File: src/rtl/regfile_op_sequencer.sv
// Multi-cycle register-to-register operation sequencer driving a 4-entry register file.
// Each accepted request walks IDLE -> READ -> EXEC -> WB, one state per clock.
module regfile_op_sequencer #(
  parameter int unsigned WIDTH = 32,
  parameter int unsigned AW    = 2
) (
  input  logic             clk,
  input  logic             rst,
  input  logic             in_valid,
  output logic             in_ready,
  input  logic [2:0]       in_op,
  input  logic [AW-1:0]    in_ra,
  input  logic [AW-1:0]    in_rb,
  input  logic [AW-1:0]    in_rd,
  output logic [AW-1:0]    rf_addr1,
  output logic [AW-1:0]    rf_addr2,
  input  logic [WIDTH-1:0] rf_data1,
  input  logic [WIDTH-1:0] rf_data2,
  output logic [AW-1:0]    rf_addr3,
  output logic [WIDTH-1:0] rf_data3,
  output logic             rf_wr,
  output logic             done,
  output logic [WIDTH-1:0] result,
  output logic             zero,
  output logic             carry
);

  localparam int unsigned SW = WIDTH + 1;

  localparam logic [2:0] OP_ADD  = 3'd0;
  localparam logic [2:0] OP_SUB  = 3'd1;
  localparam logic [2:0] OP_AND  = 3'd2;
  localparam logic [2:0] OP_OR   = 3'd3;
  localparam logic [2:0] OP_XOR  = 3'd4;
  localparam logic [2:0] OP_SLT  = 3'd5;
  localparam logic [2:0] OP_PASS = 3'd6;
  localparam logic [2:0] OP_CMP  = 3'd7;

  typedef enum logic [1:0] {
    IDLE = 2'd0,
    READ = 2'd1,
    EXEC = 2'd2,
    WB   = 2'd3
  } state_e;

  state_e           state_q;
  logic [2:0]       op_q;
  logic [AW-1:0]    rd_q;
  logic [WIDTH-1:0] opa_q;
  logic [WIDTH-1:0] opb_q;
  logic             in_ready_q;
  logic [AW-1:0]    rf_addr1_q;
  logic [AW-1:0]    rf_addr2_q;
  logic [AW-1:0]    rf_addr3_q;
  logic [WIDTH-1:0] rf_data3_q;
  logic             rf_wr_q;
  logic             done_q;
  logic [WIDTH-1:0] result_q;
  logic             zero_q;
  logic             carry_q;

  logic [WIDTH-1:0] alu_b;
  logic             alu_cin;
  logic [SW-1:0]    alu_sum;
  logic [WIDTH-1:0] alu_res_d;
  logic             alu_carry_d;

  assign in_ready = in_ready_q;
  assign rf_addr1 = rf_addr1_q;
  assign rf_addr2 = rf_addr2_q;
  assign rf_addr3 = rf_addr3_q;
  assign rf_data3 = rf_data3_q;
  assign rf_wr    = rf_wr_q;
  assign done     = done_q;
  assign result   = result_q;
  assign zero     = zero_q;
  assign carry    = carry_q;

  // ALU on the captured operands; SUB and CMP share the A + ~B + 1 adder path
  always_comb begin
    alu_b       = opb_q;
    alu_cin     = 1'b0;
    if (op_q == OP_SUB || op_q == OP_CMP) begin
      alu_b   = ~opb_q;
      alu_cin = 1'b1;
    end
    alu_sum     = SW'(opa_q) + SW'(alu_b) + SW'(alu_cin);
    alu_res_d   = alu_sum[WIDTH-1:0];
    alu_carry_d = 1'b0;
    case (op_q)
      OP_ADD, OP_SUB, OP_CMP: begin
        alu_res_d   = alu_sum[WIDTH-1:0];
        alu_carry_d = alu_sum[WIDTH];
      end
      OP_AND:  alu_res_d = opa_q & opb_q;
      OP_OR:   alu_res_d = opa_q | opb_q;
      OP_XOR:  alu_res_d = opa_q ^ opb_q;
      OP_SLT:  alu_res_d = WIDTH'(($signed(opa_q) < $signed(opb_q)) ? 1'b1 : 1'b0);
      OP_PASS: alu_res_d = opa_q;
      default: alu_res_d = alu_sum[WIDTH-1:0];
    endcase
  end

  // Sequencer FSM with registered outputs; reset clears rf_wr/done immediately
  always_ff @(posedge clk or negedge rst) begin
    if (!rst) begin
      state_q    <= IDLE;
      op_q       <= 3'd0;
      rd_q       <= '0;
      opa_q      <= '0;
      opb_q      <= '0;
      in_ready_q <= 1'b1;
      rf_addr1_q <= '0;
      rf_addr2_q <= '0;
      rf_addr3_q <= '0;
      rf_data3_q <= '0;
      rf_wr_q    <= 1'b0;
      done_q     <= 1'b0;
      result_q   <= '0;
      zero_q     <= 1'b1;
      carry_q    <= 1'b0;
    end else begin
      rf_wr_q <= 1'b0;
      done_q  <= 1'b0;
      case (state_q)
        IDLE: begin
          if (in_valid) begin
            op_q       <= in_op;
            rd_q       <= in_rd;
            rf_addr1_q <= in_ra;
            rf_addr2_q <= in_rb;
            in_ready_q <= 1'b0;
            state_q    <= READ;
          end
        end
        READ: begin
          opa_q   <= rf_data1;
          opb_q   <= rf_data2;
          state_q <= EXEC;
        end
        EXEC: begin
          result_q   <= alu_res_d;
          zero_q     <= (alu_res_d == '0);
          carry_q    <= alu_carry_d;
          rf_data3_q <= alu_res_d;
          rf_addr3_q <= rd_q;
          rf_wr_q    <= (op_q != OP_CMP);
          done_q     <= 1'b1;
          state_q    <= WB;
        end
        WB: begin
          in_ready_q <= 1'b1;
          state_q    <= IDLE;
        end
        default: state_q <= IDLE;
      endcase
    end
  end

endmodule

File: config.mk
export PLATFORM = sky130hd
export DESIGN_NAME = regfile_op_sequencer
export DESIGN_NICKNAME = d
export VERILOG_FILES = /design/src/rtl/regfile_op_sequencer.sv
export SDC_FILE = /design/constraint.sdc
export NUM_CORES = 1
export LEC_CHECK = 0
export CAP_MARGIN = 20
export CORE_MARGIN = 1
export CORE_UTILIZATION = 45
export DETAILED_ROUTE_END_ITERATION = 8
export DONT_BUFFER_PORTS = 1
export GPL_TIMING_DRIVEN = 1
export PLACE_DENSITY = 0.6
export SLEW_MARGIN = 20
export SYNTH_ARGS = -nofsm -noshare
export SYNTH_HDL_FRONTEND = slang
export SYNTH_SLANG_ARGS = --single-unit
File: constraint.sdc
create_clock -name clk -period 12.25 [get_ports clk]
set_clock_uncertainty 0.05 [all_clocks]
set_input_delay 1.8375 -clock clk [delete_from_list [all_inputs] [get_ports clk]]
set_output_delay 1.8375 -clock clk [all_outputs]
set_load 0.01 [all_outputs]
* Word-level counts from Yosys, hierarchy flattened
Cells that the tools add are included.
Word-level totals: register bits 114
Cells by class: muxes and demuxes 11, order comparisons 1, reductions and logical operators 8, equal/unequal tests 12, bitwise gates (word level) 4, $add $sub $neg 2
Operator list (count):
- 32-bit one-hot mux with 6 select lines | 1
- 32-bit by 32-bit adder with 33-bit output | 1
- 33-bit by 1-bit adder with 33-bit output | 1
- 32-bit bitwise AND | 1
- 32-bit logical NOT | 1
- 32-bit less-than comparator | 1
- 32-bit 2-to-1 mux | 1
- 32-bit inverter | 1
- 32-bit bitwise OR | 1
- 32-bit XOR | 1
- 3-bit == test, second input constant | 4
- 2-bit one-hot mux with 4 select lines | 1
- 3-bit by 2-bit == test with 1-bit output, second input constant | 2
- 1-bit 2-to-1 mux | 6
- 2-bit == test, second input constant | 2
- 2-bit AND reduction | 2
- 3-bit by 1-bit == test with 1-bit output, second input constant | 1
- 3-bit logical NOT | 1
- 3-bit inequality test, second input constant | 1
- 3-bit OR reduction | 1
- 2-bit by 1-bit == test with 1-bit output, second input constant | 1
- 2-bit logical NOT | 1
- 2-bit 2-to-1 mux | 1
- 2-bit inequality test, second input constant | 1
- other kinds (3) | 3

* Depth between registers and ports, before layout
depth after elaboration 7, depth in mapped cells 19

* Worst setup path before layout
OpenSTA, ideal clock, no wires.
path type register -> register, from reg op_q[0], to reg zero_q (netlist: zero), path buffers 6, arrival time 4.913 ns, required time 12.103 ns, slack 7.189 ns, library setup time 0.097 ns, cell stages (with the launch flop) 20, cells stage by stage dfrtp_1 -> buf_2 -> buf_1 -> clkbuf_1 -> buf_1 -> nand2_1 -> buf_1 -> xnor2_1 -> ha_1 -> buf_4 -> nand2_1 -> or3_1 -> or3_1 -> a211o_1 -> a21oi_1 -> a311oi_1 -> xnor2_1 -> a2111oi_1 -> nand4_1 -> o41ai_2
Between the ends: word-level cells in the longest chain between the ends 7
Ends and longest elaborated chain:
- start, declared | RTL line 47 | logic [2:0] op_q;
- start signal, assigned | RTL line 128 | op_q <= in_op;
- 3-bit by 1-bit == test with 1-bit output or 3-bit == test (tied branches) | RTL line 83, 90
- 1-bit logical OR | RTL line 83 | if (op_q == OP_SUB || op_q == OP_CMP) begin
- 32-bit 2-to-1 mux | RTL line 83
- 32-bit by 32-bit adder with 33-bit output | RTL line 87 | alu_sum = SW'(opa_q) + SW'(alu_b) + SW'(alu_cin);
- 33-bit by 1-bit adder with 33-bit output | RTL line 87
- 32-bit one-hot mux with 6 select lines * | RTL line 90 | case (op_q)
- 32-bit logical NOT * | RTL line 143 | zero_q <= (alu_res_d == '0);
- end signal, assigned | RTL line 143
- end, declared | RTL line 59 | logic zero_q;
Mark *: on every way between the ends. The rest lies on a longest branch, timed or not. A chain may end at the register's enable or synchronous reset.

* Worst setup path in the final report
from reg op_q[2], to reg zero_q (netlist: zero)
Same word-level chain as after synthesis.

==> metrics.md <==
| Metric | Value |
|---|---|
| Crit share post-route | `a little over two fifths` |
| EDFF count, synth | `0` |
| Tmin final | `5180 ps` |
| Initial DRT Pass Iterations | `5` |
| Routability cong. | `a little under 1` |
| Maximum root-to-sink buffer count | `2` |
| Hold crit path type | `register to register` |
| Max-slew violations | `0` |
| Via/cell ratio | `5.79` |
| Status | `complete, no violations` |
| Synth top area share | `29.5%` |
| Die width | `between 100 and 150 um` |
| Layout Cells excl Fill | `roughly 1,300` |
| # rows | `52` |
| Cell depth of the worst setup path | `14` |
| H-tree lvl count | `4` |
| Synthesized Nets | `1,323` |
| Post-Syn Area per Cell | `8.52 um^2` |
| Slowest stage cell on the critical path | `nand2_2` |
| Num CTS Buffers | `17` |
| Register bit total from synthesis | `approximately 110` |
| Area Growth Syn to Fin | `5.94%` |
| Slew headroom | `33.0%` |
| Dpl cells | `1,312` |
| Cts repair resizes | `0` |
| Slowest cell delay on critical path | `620 ps` |
| Largest net degree at the start of global routing | `~120` |
| DRT iter0 DRCs | `around 570` |
| Residual DRC | `0` |
| GRT Util Overall | `25.4%` |
| Max Cap Violations | `0` |
| Register-to-Register Path Depth | `14` |
| Die ar. | `~22,000 um^2` |
| CTS tree | `yes` |
| Nets | `between 1,000 and 1,500` |
| Synth cell count leaders | `ha_1, nand2_1, dfrtp_1` |
| Avg WL per Cell | `19.9 um` |
| Vias | `7,784` |
| Async SR Flop Fraction | `100%` |
| Chip Height | `147 um` |
| GR Overflow Total | `0` |
| First-pass GRT wire length | `42,600 um` |
| WHS Path Cells | `1` |
| Post-CTS Setup Inserts | `0` |
| Worst path arrival time | `5460 ps` |
| Worst path bufs/invs | `0` |
| YS warnings | `0` |
| Cells after Synth | `1,115` |
| Post-synth design cell area | `9500 um^2` |
| Final Hold Fails | `0` |
| CP Cell Sequence | `xnor2_1 > nand2_2 > xnor2_1 > ha_1 > nand2_1 > or3_1 > or3_1 > a211o_1 > a21oi_1 > a311oi_1 > xnor2_1 > a2111oi_1 > nand4_1 > o41ai_2` |
| Post-synth top flop | `dfrtp_1` |
| CP top delay family | `simple AND/OR/NAND/NOR gates` |
| Wirelength, routed | `approximately 27,000 um` |
| Synth cell types | `70` |
| Worst EP required | `12,530 ps` |
| Worst Tran Pin Value | `1000 ps` |
| Cell with the most instances after synthesis | `ha_1` |
| Worst setup path class | `register to register` |
| Antenna Nets Post-Route | `0` |
| Critical path peak fanout | `32` |
| Vias in the first global route | `7,566` |
| Critical path capture point type | `register` |
| Cts hold-fix bufs | `0` |
| Clock transition at path regs | `60 ps` |
| Yosys top cell by area | `dfrtp_1` |
| Starting Density | `46.4%` |
| Clk_lat worst skew | `around 430 ps` |
| Clock root buffer | `clkbuf_16` |
| HPWL Detailed | `19,600 um` |
| Top-level I/O count | `between 150 and 200` |
| IO Port Bufs | `0` |
| Setup crit start kind | `register` |
| Max Fclk | `between 150 and 200 MHz` |
| Layout cell share with drive strength beyond 1 | `between 8 and 9%` |
| Core Footprint | `20,500 um^2` |
| Number of inserted diodes | `0` |
| Setup TNS | `0 ps` |
| Synth top area cells | `dfrtp_1, ha_1, o21ai_0` |
| Clock sinks | `114` |
| CP most frequent cell | `xnor2_1` |
| Final setup fails | `0` |
| Initial antenna violation count | `0` |
| Hold_ws | `456 ps` |
| Post-synthesis sequential area ratio | `between 30% and 40%` |
| RSZ-0062 raised after global routing | `false` |
## flip-flops by register name (all words and copies together) (netlist names)
name,cells
state_q,2
rf_addr3,2
in_ready,1
carry,1
rd_q,2
zero,1
op_q,3
result,32
opb_q,32
rf_addr2,2
done,1
rf_addr1,2
rf_wr,1
opa_q,32
## through the flow
step,worst slack [ps],instance area (um^2),util (%)
floorplan,7190,9500,-
finish,7070,10100,49.1
detailed placement,7140,9500,46.3
global placement,7220,9500,46.3
CTS,7100,10100,49.1
global route,6720,10100,49.1
## kinds of logic (layout without fill, tap and decap cells)
family | after synthesis | in the layout | synth area share, %
flops | 114 | 114 | 30.1
fa+ha+maj | 132 | 132 | 17.5
buf+inv | 177 | 136 | 8.44
simple gates | 263 | 263 | 12.3
mux | 48 | 48 | 5.43
compound gates | 326 | 326 | 21.2
xor+xnor | 55 | 55 | 5.07
## layer usage
layer | global-route usage [%] | routed length, um
met1 | 32.6 | 11800
met2 | 42.6 | 13000
met3 | 4.35 | 1260
met4 | 9.28 | 707
met5 | 0 | 0
## layout by cell type (no fill, tap or decap), types with 3 or more instances in the layout
cell,netlist,routed
a2111oi_0,3,3
a211oi_1,10,10
a21boi_0,3,3
a21o_1,11,11
a21oi_1,95,95
a221oi_1,8,8
a22oi_1,7,7
a311oi_1,5,5
a31oi_1,8,8
buf_4,35,13
clkbuf_16,0,17
clkinv_1,3,3
clkinv_2,0,3
clkinvlp_4,0,4
dfrtp_1,112,111
ha_1,131,129
inv_1,88,88
inv_6,0,4
mux2_2,28,28
mux2i_1,20,20
nand2_1,113,112
nand2b_1,11,11
nand3_1,10,10
nand4_1,6,6
nor2_1,76,76
nor2b_1,5,5
nor3_1,12,12
nor4_1,12,12
o211ai_1,3,3
o21a_1,9,9
o21ai_0,98,98
o21bai_1,6,6
o221ai_1,4,4
o22ai_1,22,22
o31ai_1,8,8
or3_1,3,3
xnor2_1,44,44
xor2_1,11,11
## worst paths after layout
| check | slack, ps | start | end |
|---|---|---|---|
| hold reg to reg | 460 | rd_q[1] | rf_addr3[1] |
| min in group asynchronous | 1060 | rst | opa_q[22] |
| setup reg to reg | 7070 | op_q[2] | zero |
| max in group asynchronous | 10730 | rst | zero |
| setup / recovery | 7070 | op_q[2] | zero |
| hold / removal | 460 | rd_q[1] | rf_addr3[1] |
## final cells by class
| cell class | instances | area [um^2] |
|---|---|---|
| multi-input combinational | 824 | 5860 |
| sequential | 114 | 2860 |
| clock inverter | 14 | 128 |
| clock buffer | 18 | 439 |
| inverter | 91 | 342 |
| timing repair buffer | 13 | 97.6 |
| tap | 270 | 338 |
| fill | 2051 | 10400 |
Power is left out: the tool's default activity adds up to more than one toggle a clock period on the data nets, which glitch-free logic cannot reach.
